## src/rtl/hello_uart_tx.sv

```systemverilog
// UART transmitter that sends the fixed message "Hello\n" (8N1, LSB first) on each start request.
// All outputs are registered; tx idles high and is forced high asynchronously by rst.
module hello_uart_tx #(
  parameter int unsigned CLKS_PER_BIT = 4,
  parameter int unsigned MSG_LEN      = 6
) (
  input  logic       clk,
  input  logic       rst,
  input  logic       start,
  output logic       tx,
  output logic       busy,
  output logic       done,
  output logic [2:0] char_idx
);

  localparam logic [15:0] LastCnt = 16'(CLKS_PER_BIT - 1);
  localparam logic [2:0]  LastIdx = 3'(MSG_LEN - 1);

  if (CLKS_PER_BIT < 2 || CLKS_PER_BIT > 65535) begin : g_bad_clks_per_bit
    $error("hello_uart_tx: CLKS_PER_BIT must be in 2..65535");
  end

  if (MSG_LEN != 6) begin : g_bad_msg_len
    $error("hello_uart_tx: MSG_LEN must be 6");
  end

  typedef enum logic [1:0] {StIdle, StStart, StData, StStop} state_t;

  state_t      state;
  logic [15:0] baud_cnt;
  logic [2:0]  bit_idx;
  logic [7:0]  cur_byte;

  always_comb begin
    cur_byte = 8'h00;
    case (char_idx)
      3'd0:    cur_byte = 8'h48;
      3'd1:    cur_byte = 8'h65;
      3'd2:    cur_byte = 8'h6C;
      3'd3:    cur_byte = 8'h6C;
      3'd4:    cur_byte = 8'h6F;
      3'd5:    cur_byte = 8'h0A;
      default: cur_byte = 8'h00;
    endcase
  end

  always_ff @(posedge clk or posedge rst) begin
    if (rst) begin
      state    <= StIdle;
      tx       <= 1'b1;
      busy     <= 1'b0;
      done     <= 1'b0;
      char_idx <= 3'd0;
      baud_cnt <= 16'd0;
      bit_idx  <= 3'd0;
    end else begin
      done <= 1'b0;
      unique case (state)
        StIdle: begin
          baud_cnt <= 16'd0;
          bit_idx  <= 3'd0;
          if (start) begin
            state    <= StStart;
            tx       <= 1'b0;
            busy     <= 1'b1;
            char_idx <= 3'd0;
          end
        end
        StStart: begin
          if (baud_cnt == LastCnt) begin
            baud_cnt <= 16'd0;
            bit_idx  <= 3'd0;
            tx       <= cur_byte[0];
            state    <= StData;
          end else begin
            baud_cnt <= baud_cnt + 16'd1;
          end
        end
        StData: begin
          if (baud_cnt == LastCnt) begin
            baud_cnt <= 16'd0;
            if (bit_idx == 3'd7) begin
              tx    <= 1'b1;
              state <= StStop;
            end else begin
              tx      <= cur_byte[bit_idx + 3'd1];
              bit_idx <= bit_idx + 3'd1;
            end
          end else begin
            baud_cnt <= baud_cnt + 16'd1;
          end
        end
        StStop: begin
          if (baud_cnt == LastCnt) begin
            baud_cnt <= 16'd0;
            if (char_idx == LastIdx) begin
              state    <= StIdle;
              busy     <= 1'b0;
              done     <= 1'b1;
              char_idx <= 3'd0;
            end else begin
              // Next frame follows immediately with no idle gap.
              char_idx <= char_idx + 3'd1;
              tx       <= 1'b0;
              state    <= StStart;
            end
          end else begin
            baud_cnt <= baud_cnt + 16'd1;
          end
        end
        default: state <= StIdle;
      endcase
    end
  end

endmodule

```

## config.mk

```make
export PLATFORM = sky130hd
export DESIGN_NAME = hello_uart_tx
export DESIGN_NICKNAME = d
export VERILOG_FILES = /design/src/rtl/hello_uart_tx.sv
export SDC_FILE = /design/constraint.sdc
export NUM_CORES = 1
export LEC_CHECK = 0
export CAP_MARGIN = 5
export CORE_MARGIN = 1
export CORE_UTILIZATION = 60
export DETAILED_ROUTE_END_ITERATION = 10
export HOLD_SLACK_MARGIN = 0.03
export PLACE_DENSITY = 0.8
export SYNTH_ARGS = -nofsm -noshare
export SYNTH_HDL_FRONTEND = slang
export SYNTH_SLANG_ARGS = --single-unit
```

## constraint.sdc

```tcl
create_clock -name clk -period 5.8 [get_ports clk]
set_input_delay 0.87 -clock clk [delete_from_list [all_inputs] [get_ports clk]]
set_output_delay 0.87 -clock clk [all_outputs]
set_load 0.01 [all_outputs]
```

* Yosys cells after proc, flatten, opt, wreduce, memory -nomap -nowiden *
Index checks and enable logic that the tools add are counted.

word-level totals
  flip-flop bits (word level) = 27
  bits in latches = 0
  memory bits (writable) = 0
  memory bits (read-only) = 0
  bits of input ports = 3
  output and inout bits = 6
  logic and storage cells = 74
  memories = 0

operators by class
  add/sub/neg operators = 3
  multiply operators = 0
  div/mod/pow operators = 0
  magnitude comparators = 1
  eq/ne operators = 18
  shift-type cells = 0
  mux-type cells = 34
  bitwise operators = 0
  reduce and logical (&&, ||, !) cells = 11

operators with widths
  cell                     count
  $pmux W7 S5              1
  $pmux W16 S2             1
  $mux W3                  6
  $add A16 B1 Y16 const B  1
  $eq A16 B2 Y1 const B    1
  $mux W16                 1
  $ne A2 B2 Y1 const B     8
  $mux W1                  14
  $mux W2                  5
  $reduce_and A5 Y1        2
  $eq A3 B3 Y1 const B     3
  $pmux W3 S3              1
  $pmux W2 S4              1
  $reduce_and A4 Y1        2
  $add A3 B1 Y3 const B    2
  $eq A3 B2 Y1 const B     2
  $pmux W3 S2              1
  $eq A2 B2 Y1 const B     2
  $lt A3 B4 Y1 const B     1
  $pmux W1 S4              1
  $bmux W1 S3              1
  $eq A3 B1 Y1 const B     1
  $logic_not A3 Y1         1
  $reduce_and A3 Y1        1
  other kinds (7)          7

* Depth between registers and ports, before layout *
Gate-level depths: netlist (run 1).

  word-level depth = 8
  mapped depth = 9

* Worst setup path before layout (run 1) *
OpenSTA, ideal clock, no wires.

  kind = register -> register
  start point = register bit_idx[0]
  end point = register tx
  setup time = 79 ps
  data arrival time = 2012 ps
  required time = 5721 ps
  path slack = 3709 ps
  cell stages (with the launch flop) = 8
  period minus slack after synthesis = 2091 ps
  cell sequence = dfrtp_1 > ha_1 > ha_1 > or4_1 > a31oi_1 > o221ai_1 > a21o_1 > a41o_1

on the way
  cells in the longest elaborated chain, start to end = 6

RTL lines
  what                           line  RTL
  start: declaration             31    logic [2:0] bit_idx;
  start signal: assignment       87    bit_idx <= bit_idx + 3'd1;
  $add A3 B1 Y3                  86    tx <= cur_byte[bit_idx + 3'd1];
  $bmux W1 S3                    86
  $mux W1 (implied by the code)  86
  $mux W1 *                      82    if (bit_idx == 3'd7) begin
  $mux W1 *                      80    if (baud_cnt == LastCnt) begin
  $pmux W1 S4 *                  58    unique case (state)
  end signal: assignment         73    tx <= cur_byte[0];
  end signal: assignment         86
  end: declaration               10    output logic tx,

Every way passes the cells marked *; elsewhere a longest branch is shown, timed or not. The select of a mux whose other input is x is not followed.
A chain may end at the register's enable or synchronous reset.

* Final worst setup path (run 1) *
  start point = register char_idx[0]
  end point = output char_idx[0]

RTL lines
  what                      line  RTL
  start: declaration        13    output logic [2:0] char_idx
  start signal: assignment  103   char_idx <= char_idx + 3'd1;

No word-level cell between the ends.

==> results of run 1 <==
where the power goes:
part | internal (W) | switching (W) | total (W)
Combinational | 0.000101 | 0.000157 | 0.000258
Clock | 0.0000270 | 0.0000542 | 0.0000812
Sequential | 0.000212 | 0.0000313 | 0.000243
metrics by stage:
step	hold slack, ns	setup WS (ns)
floorplan	0.424	3.71
global placement	0.436	3.57
detailed placement	0.454	3.56
CTS	0.472	3.34
global route	0.486	3.19
finish	0.467	3.37
sequential cells by signal, indices dropped and copies added, names as in the netlist:
signal and cells:
bit_idx 3, busy 1, state 2, char_idx 3, baud_cnt 16, tx 1, done 1
per-layer routing:
layer,global-route usage,vias to the layer above
met3,0.0333,7
li1,-,657
met4,0.120,0
met2,0.434,17
met1,0.272,630
met5,0,-
cell families (layout without fill, tap and decap cells):
family,after synthesis,in the layout,share of synthesized area
flops,27,27,0.406
simple gates,76,76,0.242
compound gates,39,39,0.149
mux,1,1,0.00675
fa+ha+maj,10,10,0.0750
buf+inv,16,21,0.0540
xor+xnor,13,13,0.0683
cell usage in the layout, fill, tap and decap left out, drive strengths merged, types with 4 or more instances in the layout:
cell type,instances
a21oi,10
and4,5
clkbuf,4
clkdlybuf4s50,8
dfrtp,26
ha,10
inv,9
nand2,11
nand3,6
nand4,5
nor2,24
nor3,4
nor3b,4
o21ai,11
xnor2,6
xor2,7
path summary, 6_finish.rpt:
| kind | to | slack, ns | start | cells after the start |
|---|---|---|---|---|
| worst max register to register | tx | 3.53 | bit_idx[0] | 7 |
| worst min register to register | baud_cnt[0] | 0.47 | baud_cnt[0] | 1 |
| max in group asynchronous | baud_cnt[0] | 4.13 | rst | 2 |
| min in group asynchronous | bit_idx[1] | 1.06 | rst | 2 |
| worst min-delay path | baud_cnt[0] | 0.47 | baud_cnt[0] | 1 |
| worst max-delay path | char_idx[0] | 3.37 | char_idx[0] | 1 |
area by class of cell:
class	count	area, sq um	share of cell area
timing repair buffer	8	80.1	0.0456
sequential	27	677	0.386
tap	30	37.5	0.0214
clock buffer	4	26.3	0.0150
inverter	9	33.8	0.0192
multi-input combinational	139	901	0.513
==> results.toml, run 1 <==
[clock_tree]
cts_resized = 0
tritoncts = "built"
post-cts-setup-buffers = 0
path_clk_slew_ns = 0.13
cts_hold_buf = 0
clk_latency_ns = 0.33
cts_sinks = 27
clk_path_buf_depth = 2
cts-root-buf = "clkbuf_4"
numCtsBuffers = 3
htree_levels = 1

[worst_setup_path]
end_kind = "primary output"
worstSetupPathType = "flip-flop to primary output"
cp_num_buf_inv = 1
startpoint_type = "flip-flop"
slowest_delay_ns = 0.62
required_ns = 4.93
cp_cell_sequence = "clkdlybuf4s50_1"
cp_top_family = "flip-flops"
crit_slowest_cell = "dfrtp_1"
cp.arrival_ns = 1.56
cp_max_fo = 15

[synth]
synth_area_leaders = "dfrtp_1 (39%), ha_1 (7.5%), nor2_1 (5.4%)"
synth_top_area_frac = 0.390
yosysSeqAreaShare = 0.406
synth_ff_type = "dfrtp_1"
yosysMostFrequentCell = "dfrtp_1"
avgSynthCellArea_sq_um = 9.16
synth_area_leader_cell = "dfrtp_1"
synth_warnings = 0
synthCells = 182
synth_area_sq_um = 1670
syn_nets = 195
synth.distinct_cells = 43
synth_commonest_cells = "dfrtp_1 (26), nor2_1 (24), nand2_1 (11), o21ai_0 (11), ha_1 (10)"
yosys_register_bits = 27
synth_edf_count = 0
synthArstFlopShare = 1.00

[final_layout]
finalInstanceArea_sq_um = 1760
area_delta_synth_final_pct = 5.25
fill_cells = 204
insertedDiodeCount = 0
final_util = 0.690
layout.nets = 201
drive_gt1_frac = 0.0481
final_cells = 217

[floorplanning]
die_w_microns = 54.7
start_util = 0.655
ios = 9
core_sq_um = 2540
fp.dieH_microns = 54.7
die-area_sq_um = 2990
rows = 18

[flow_run]
drv_cap = 0

[timing]
fmax_ghz = 0.412
setup_viol = 0
finalCriticalPeriod_ns = 2.43
max_slew.worst_pin.slew_ns = 1.00
period_share = 0.419
final_hold_viol_count = 0
skew_ns = 0.0160
tns_ns = 0
rsz0062_at_grt = "false"
slew_viol_final = 0
slew_headroom = 0.331

[detailed_routing]
dr.pass1.iters = 4
antenna_left = 0
routed.top_layer = "met4"
wl_per_cell_microns = 13.6
wl_met1_microns = 1350
wirelength_microns = 2960
route.met2.wl_microns = 1480
vias = 1311
drt-initial-drc-count = 26
viasPerCell = 6.04
met3_length_microns = 64
drcViolationCount = 0

[power]
p_total_w = 0.000583
ir_worst_vdd_uv = 254
leakagePower_nw = 0.786
p_per_area_nw_per_um2 = 332

[run_status]
run_status = "complete, no violations"

[placement]
dpl_cell_area_sq_um = 1730
dp.cells = 213
portBuffers = 8
dp_hpwl_microns = 2170
routabilityCongestion = 0.847

[grt]
grt_overflow_total = 0
antenna_found_initial = 0
grt_pass1_wl_microns = 5080
track_usage = 0.240
grt_max_degree = 28
grt_pass1_vias = 1207

[worst_hold_path]
min_path_type = "flip-flop to flip-flop"
Power figures use the tool's default switching activity.
==> run 2: changes to the inputs <==
--- a/config.mk
+++ b/config.mk
@@ -7,10 +7,10 @@
 export LEC_CHECK = 0
 export CAP_MARGIN = 5
 export CORE_MARGIN = 1
-export CORE_UTILIZATION = 60
+export CORE_UTILIZATION = 59
 export DETAILED_ROUTE_END_ITERATION = 10
 export HOLD_SLACK_MARGIN = 0.03
-export PLACE_DENSITY = 0.8
+export PLACE_DENSITY = 0.79
 export SYNTH_ARGS = -nofsm -noshare
 export SYNTH_HDL_FRONTEND = slang
 export SYNTH_SLANG_ARGS = --single-unit
==> constraint.sdc (replaced) <==
create_clock -name clk -period 2.3 [get_ports clk]
set_input_delay 0.345 -clock clk [delete_from_list [all_inputs] [get_ports clk]]
set_output_delay 0.345 -clock clk [all_outputs]
set_load 0.01 [all_outputs]
==> run 2 against run 1 <==
  * Die area is 1.6% higher
  * Highest routed layer unchanged
  * Sequential share of layout area is 0.73 points lower
  * Worst setup slack worse by 3.3 ns
==> results.toml, run 2 (synthesized netlist as in run 1, its figures left out) <==
[final_layout]
final_cell_mix = "dfrtp_1 (26), nor2_1 (24), o21ai_0 (11), nand2_1 (11), ha_1 (10)"
largest_reg_flops = 16
largestRegisters = "baud_cnt: 16 flops, bit_idx: 3 flops, char_idx: 3 flops"
seqCellArea_sq_um = 677
area_delta_synth_final_pct = 7.28
layout.nets = 205
fill_cells = 211
finalInstanceArea_sq_um = 1790
final_util = 0.697
insertedDiodeCount = 0
mostFrequentLayoutCell = "dfrtp_1"
multi_input_area_sq_um = 901
drive_gt1_frac = 0.0733
largest_register = "baud_cnt"

[clock_tree]
path_clk_slew_ns = 0.16
tritoncts = "built"
cts_resized = 0
numCtsBuffers = 3
htree_levels = 1
cts-root-buf = "clkbuf_4"
clk_path_buf_depth = 2
cts_hold_buf = 0
clk_latency_ns = 0.34
post-cts-setup-buffers = 0
cts_sinks = 27

[detailed_routing]
antenna_left = 0
drcViolationCount = 0
drt-initial-drc-count = 35
wl_per_cell_microns = 14.5
vias = 1364
dr.pass1.iters = 4
viasPerCell = 6.17
wirelength_microns = 3210

[grt]
grt_pass1_wl_microns = 5330
grt_pass1_vias = 1247
track_usage = 0.249
grt_max_degree = 28
antenna_found_initial = 0
grt_overflow_total = 0

[timing]
skew_ns = 0.0120
finalCriticalPeriod_ns = 2.22
setup_viol = 0
fmax_ghz = 0.450
final_hold_viol_count = 0
slew_headroom = 0.606
setup_ws_ns = 0.0791
tns_ns = 0
period_share = 0.966
max_slew.worst_pin.slew_ns = 0.591
slew_viol_final = 0
rsz0062_at_grt = "false"

[power]
p_per_area_nw_per_um2 = 845
p_total_w = 0.00151
switching_share = 0.424
power.switching_w = 0.000641
p_int_w = 0.000872
leakagePower_nw = 0.805
combPwrFrac = 0.453
seqPwrFrac = 0.402
clockPowerShare = 0.145
ir_worst_vdd_uv = 811

[floorplanning]
die_w_microns = 55.2
fp.dieH_microns = 55.2
die-area_sq_um = 3040
ios = 9
start_util = 0.650
rows = 18
core_sq_um = 2570

[placement]
routabilityCongestion = 0.814
post-place-ws_ns = 0.108
dpl_cell_area_sq_um = 1760
dp_hpwl_microns = 2410
portBuffers = 8

[worst_setup_path]
cp_max_fo = 8
startpoint = "bit_idx[0]"
cp.arrival_ns = 2.50
required_ns = 2.58
end_kind = "flip-flop"
worstSetupPathType = "flip-flop to flip-flop"
startpoint_type = "flip-flop"
reg2reg_from = "bit_idx[0]"
r2r_slack_ns = 0.08

[worst_hold_path]
min_path_type = "input pin to asynchronous set/reset pin"

[run_status]
run_status = "complete, no violations"

[flow_run]
drv_cap = 0
run 2: changes by cell type in the layout (fill, tap and decap cells not counted), sizes merged:
| cell | delta |
|---|---|
| buf | +4 |
| clkbuf | -1 |
| clkinvlp | +1 |
run 2: final cells by class:
cell class | instances | area share
timing repair buffer | 12 | 0.0615
tap | 30 | 0.0210
clock inverter | 1 | 0.00420
sequential | 27 | 0.378
inverter | 9 | 0.0189
multi-input combinational | 139 | 0.503
clock buffer | 3 | 0.0126
run 2: power by group through the flow:
| stage | Sequential [W] | Combinational [W] | Clock (W) |
|---|---|---|---|
| after floorplan | 0.000600 | 0.000550 | 0 |
| after global placement | 0.000609 | 0.000663 | 0 |
| after detailed placement | 0.000615 | 0.000682 | 0 |
| after CTS | 0.000607 | 0.000685 | 0.000223 |
| after global routing | 0.000617 | 0.000769 | 0.000241 |
| final | 0.000608 | 0.000686 | 0.000220 |
run 2: final timing paths:
path | to | depth (start not counted)
worst min register to register | baud_cnt[0] | 1
worst max register to register | tx | 7
min in group clk | baud_cnt[0] | 1
worst min-delay path | baud_cnt[2] | 3
worst max-delay path | tx | 7
max in group asynchronous | tx | 3
run 2: per-layer routing:
| layer | vias to the layer above | wire length (microns) | part of all wire | track usage |
|---|---|---|---|---|
| met4 | 0 | 48 | 0.015 | 0.0917 |
| li1 | 663 | - | - | - |
| met1 | 671 | 1610 | 0.50 | 0.331 |
| met5 | - | 0 | 0 | 0 |
| met2 | 25 | 1460 | 0.45 | 0.414 |
| met3 | 5 | 99 | 0.031 | 0.0328 |
run 2: through the flow:
step / hold slack, ns / cells
finish: 0.347 / 221
global route: 0.389 / 221
CTS: 0.360 / 221
detailed placement: 0.451 / 217
global placement: 0.441 / 217
floorplan: 0.397 / 182
run 2: worst max-delay path: stages, from the launching register on:
cell,delay (ns)
dfrtp_1,0.48
ha_1,0.23
ha_1,0.29
or4_1,0.42
a31oi_1,0.19
o221ai_1,0.13
a21o_1,0.19
a41o_1,0.23
==> RTL change, RTL diff (flow settings as in run 2) <==
Add an input register stage for `start`; this delays it by one clock.
--- a/src/rtl/hello_uart_tx.sv
+++ b/src/rtl/hello_uart_tx.sv
@@ -15,6 +15,12 @@
 
   localparam logic [15:0] LastCnt = 16'(CLKS_PER_BIT - 1);
   localparam logic [2:0]  LastIdx = 3'(MSG_LEN - 1);
+
+  logic start_q;
+
+  always_ff @(posedge clk) begin
+    start_q <= start;
+  end
 
   if (CLKS_PER_BIT < 2 || CLKS_PER_BIT > 65535) begin : g_bad_clks_per_bit
     $error("hello_uart_tx: CLKS_PER_BIT must be in 2..65535");
@@ -59,7 +65,7 @@
         StIdle: begin
           baud_cnt <= 16'd0;
           bit_idx  <= 3'd0;
-          if (start) begin
+          if (start_q) begin
             state    <= StStart;
             tx       <= 1'b0;
             busy     <= 1'b1;
Check against the original RTL: not equivalent (Yosys sat finds a counterexample within 4 cycles, from zero or initial values and one cycle with rst high).
==> RTL change against run 2 <==
- wire length down 0.75%
- non-clock buffer count down 3
- synthesized area up 2.7%
- power up 0.71%
- core utilization down 3.3 points
- global-route usage down 2.6 points
- maximum frequency up 6.7%
- largest cell class unchanged
- synthesized cell count down 2.7%
- final area up 2.4%
- sequential cell count up 1
- worst setup slack better by 0.14 ns
- largest power group unchanged
==> RTL change: results (changes against run 2) <==
{| class="wikitable"
! Metric !! Value
|-
| Run status || completed
|-
| Via count of the first global-routing pass || 1215 (-2.6%)
|-
| Routed met3 length || 102 um (+3.0%)
|-
| Sequential area share after synthesis || 0.407 (+0.00101)
|-
| Synth Area in Adders || 0.0657 (-0.00928)
|-
| Ratio of cells with drive above 1 in the final layout || 0.0939 (+0.0206)
|-
| Drt first pass iters || 4 (unchanged)
|-
| Power attributed to sequential cells || 635 uW (+4.4%)
|-
| Post-DP HPWL || 2.39 mm (-0.85%)
|-
| Portion of total power attributed to combinational logic || 0.423 (-0.030)
|-
| Synth cell count leaders || 26 x sky130_fd_sc_hd__dfrtp_1, 20 x sky130_fd_sc_hd__nor2_1, 13 x sky130_fd_sc_hd__xor2_1
|-
| Non-filler cells, final || 212 (-4.1%)
|-
| Distinct cells, synth || 48 (+12%)
|-
| Met1 track utilization from global routing || 0.320 (-0.0110)
|-
| Via density per instance || 6.06 (-1.9%)
|-
| FMAX || 480 MHz (+6.7%)
|-
| Worst hold slack || 0.283 ns (-0.0644 ns)
|-
| Pin count of the biggest net entering global routing || 19 (-32%)
|-
| Power per cell area || 832 nW/um2 (-1.6%)
|-
| Wire length on met1 || 1.62 mm (+0.81%)
|-
| Reg clk slew, reported paths || 0.14 ns (-0.02 ns)
|-
| Final #Nets || 194 (-5.4%)
|-
| R2R Setup Slk || 0.22 ns (+0.14 ns)
|-
| Met3 usage || 0.0372 (+0.00442)
|-
| Dpl ws || 0.277 ns (+0.169 ns)
|-
| Wire length of the first global-routing pass || 5.58 mm (+4.5%)
|-
| Placement-stage cell area || 1800 um2 (+2.1%)
|-
| Post-synthesis mux area share || 0.0321 (+0.0254)
|-
| Delay of the slowest cell on the worst path || 0.50 ns (+0.02 ns)
|-
| Average instance area after synthesis || 9.68 um2 (+5.6%)
|-
| Highest ir drop seen on vdd || 0.776 mV (-4.3%)
|-
| Iteration-0 DRC Markers || 48 (+37%)
|-
| Top Family by Delay on Critical Path || adder cells
|-
| Number of levels the H-tree was split into || 1 (unchanged)
|-
| Static Leakage || 0.813 nW (+1.0%)
|-
| Clock buffer count from CTS || 3 (unchanged)
|-
| Top area cells in the synthesized netlist || sky130_fd_sc_hd__dfrtp_1 38%, sky130_fd_sc_hd__xor2_1 6.6%, sky130_fd_sc_hd__ha_1 6.6%
|-
| Final estimated routing congestion in global placement || 0.812 (-0.25%)
|-
| Clock tree skew after final layout || 0.0131 ns (+0.00106 ns)
|-
| Area fraction in compound gates after synthesis || 0.123 (-0.0258)
|}
==> RTL change: changes by cell type in the layout (fill, tap and decap cells not counted), sizes merged, moves of 3 or more <==
cell / change
buf: -3
and3: +3
xor2: +6
mux2i: +4
a31oi: -3
nor2: -4
xnor2: -3
a31o: +3
a21o: -3
==> RTL change: final timing paths <==
| check | start | to | cells past startpoint |
|---|---|---|---|
| max | bit_idx[0] | tx | 7 |
| max reg2reg | bit_idx[0] | tx | 7 |
| min | rst | char_idx[1] | 2 |
| min reg2reg | tx | tx | 2 |
| min in group clk | start | start_q | 1 |
| max in group asynchronous | rst | state[0] | 3 |
==> RTL change: final cells by class <==
class | instances | area, um2 | share of cell area
Multi-Input combinational cell | 131 | 938 | 0.512
Timing Repair Buffer | 9 | 87.6 | 0.0478
Inverter | 9 | 33.8 | 0.0184
Sequential cell | 28 | 697 | 0.380
Tap cell | 31 | 38.8 | 0.0212
Clock buffer | 4 | 36.3 | 0.0198
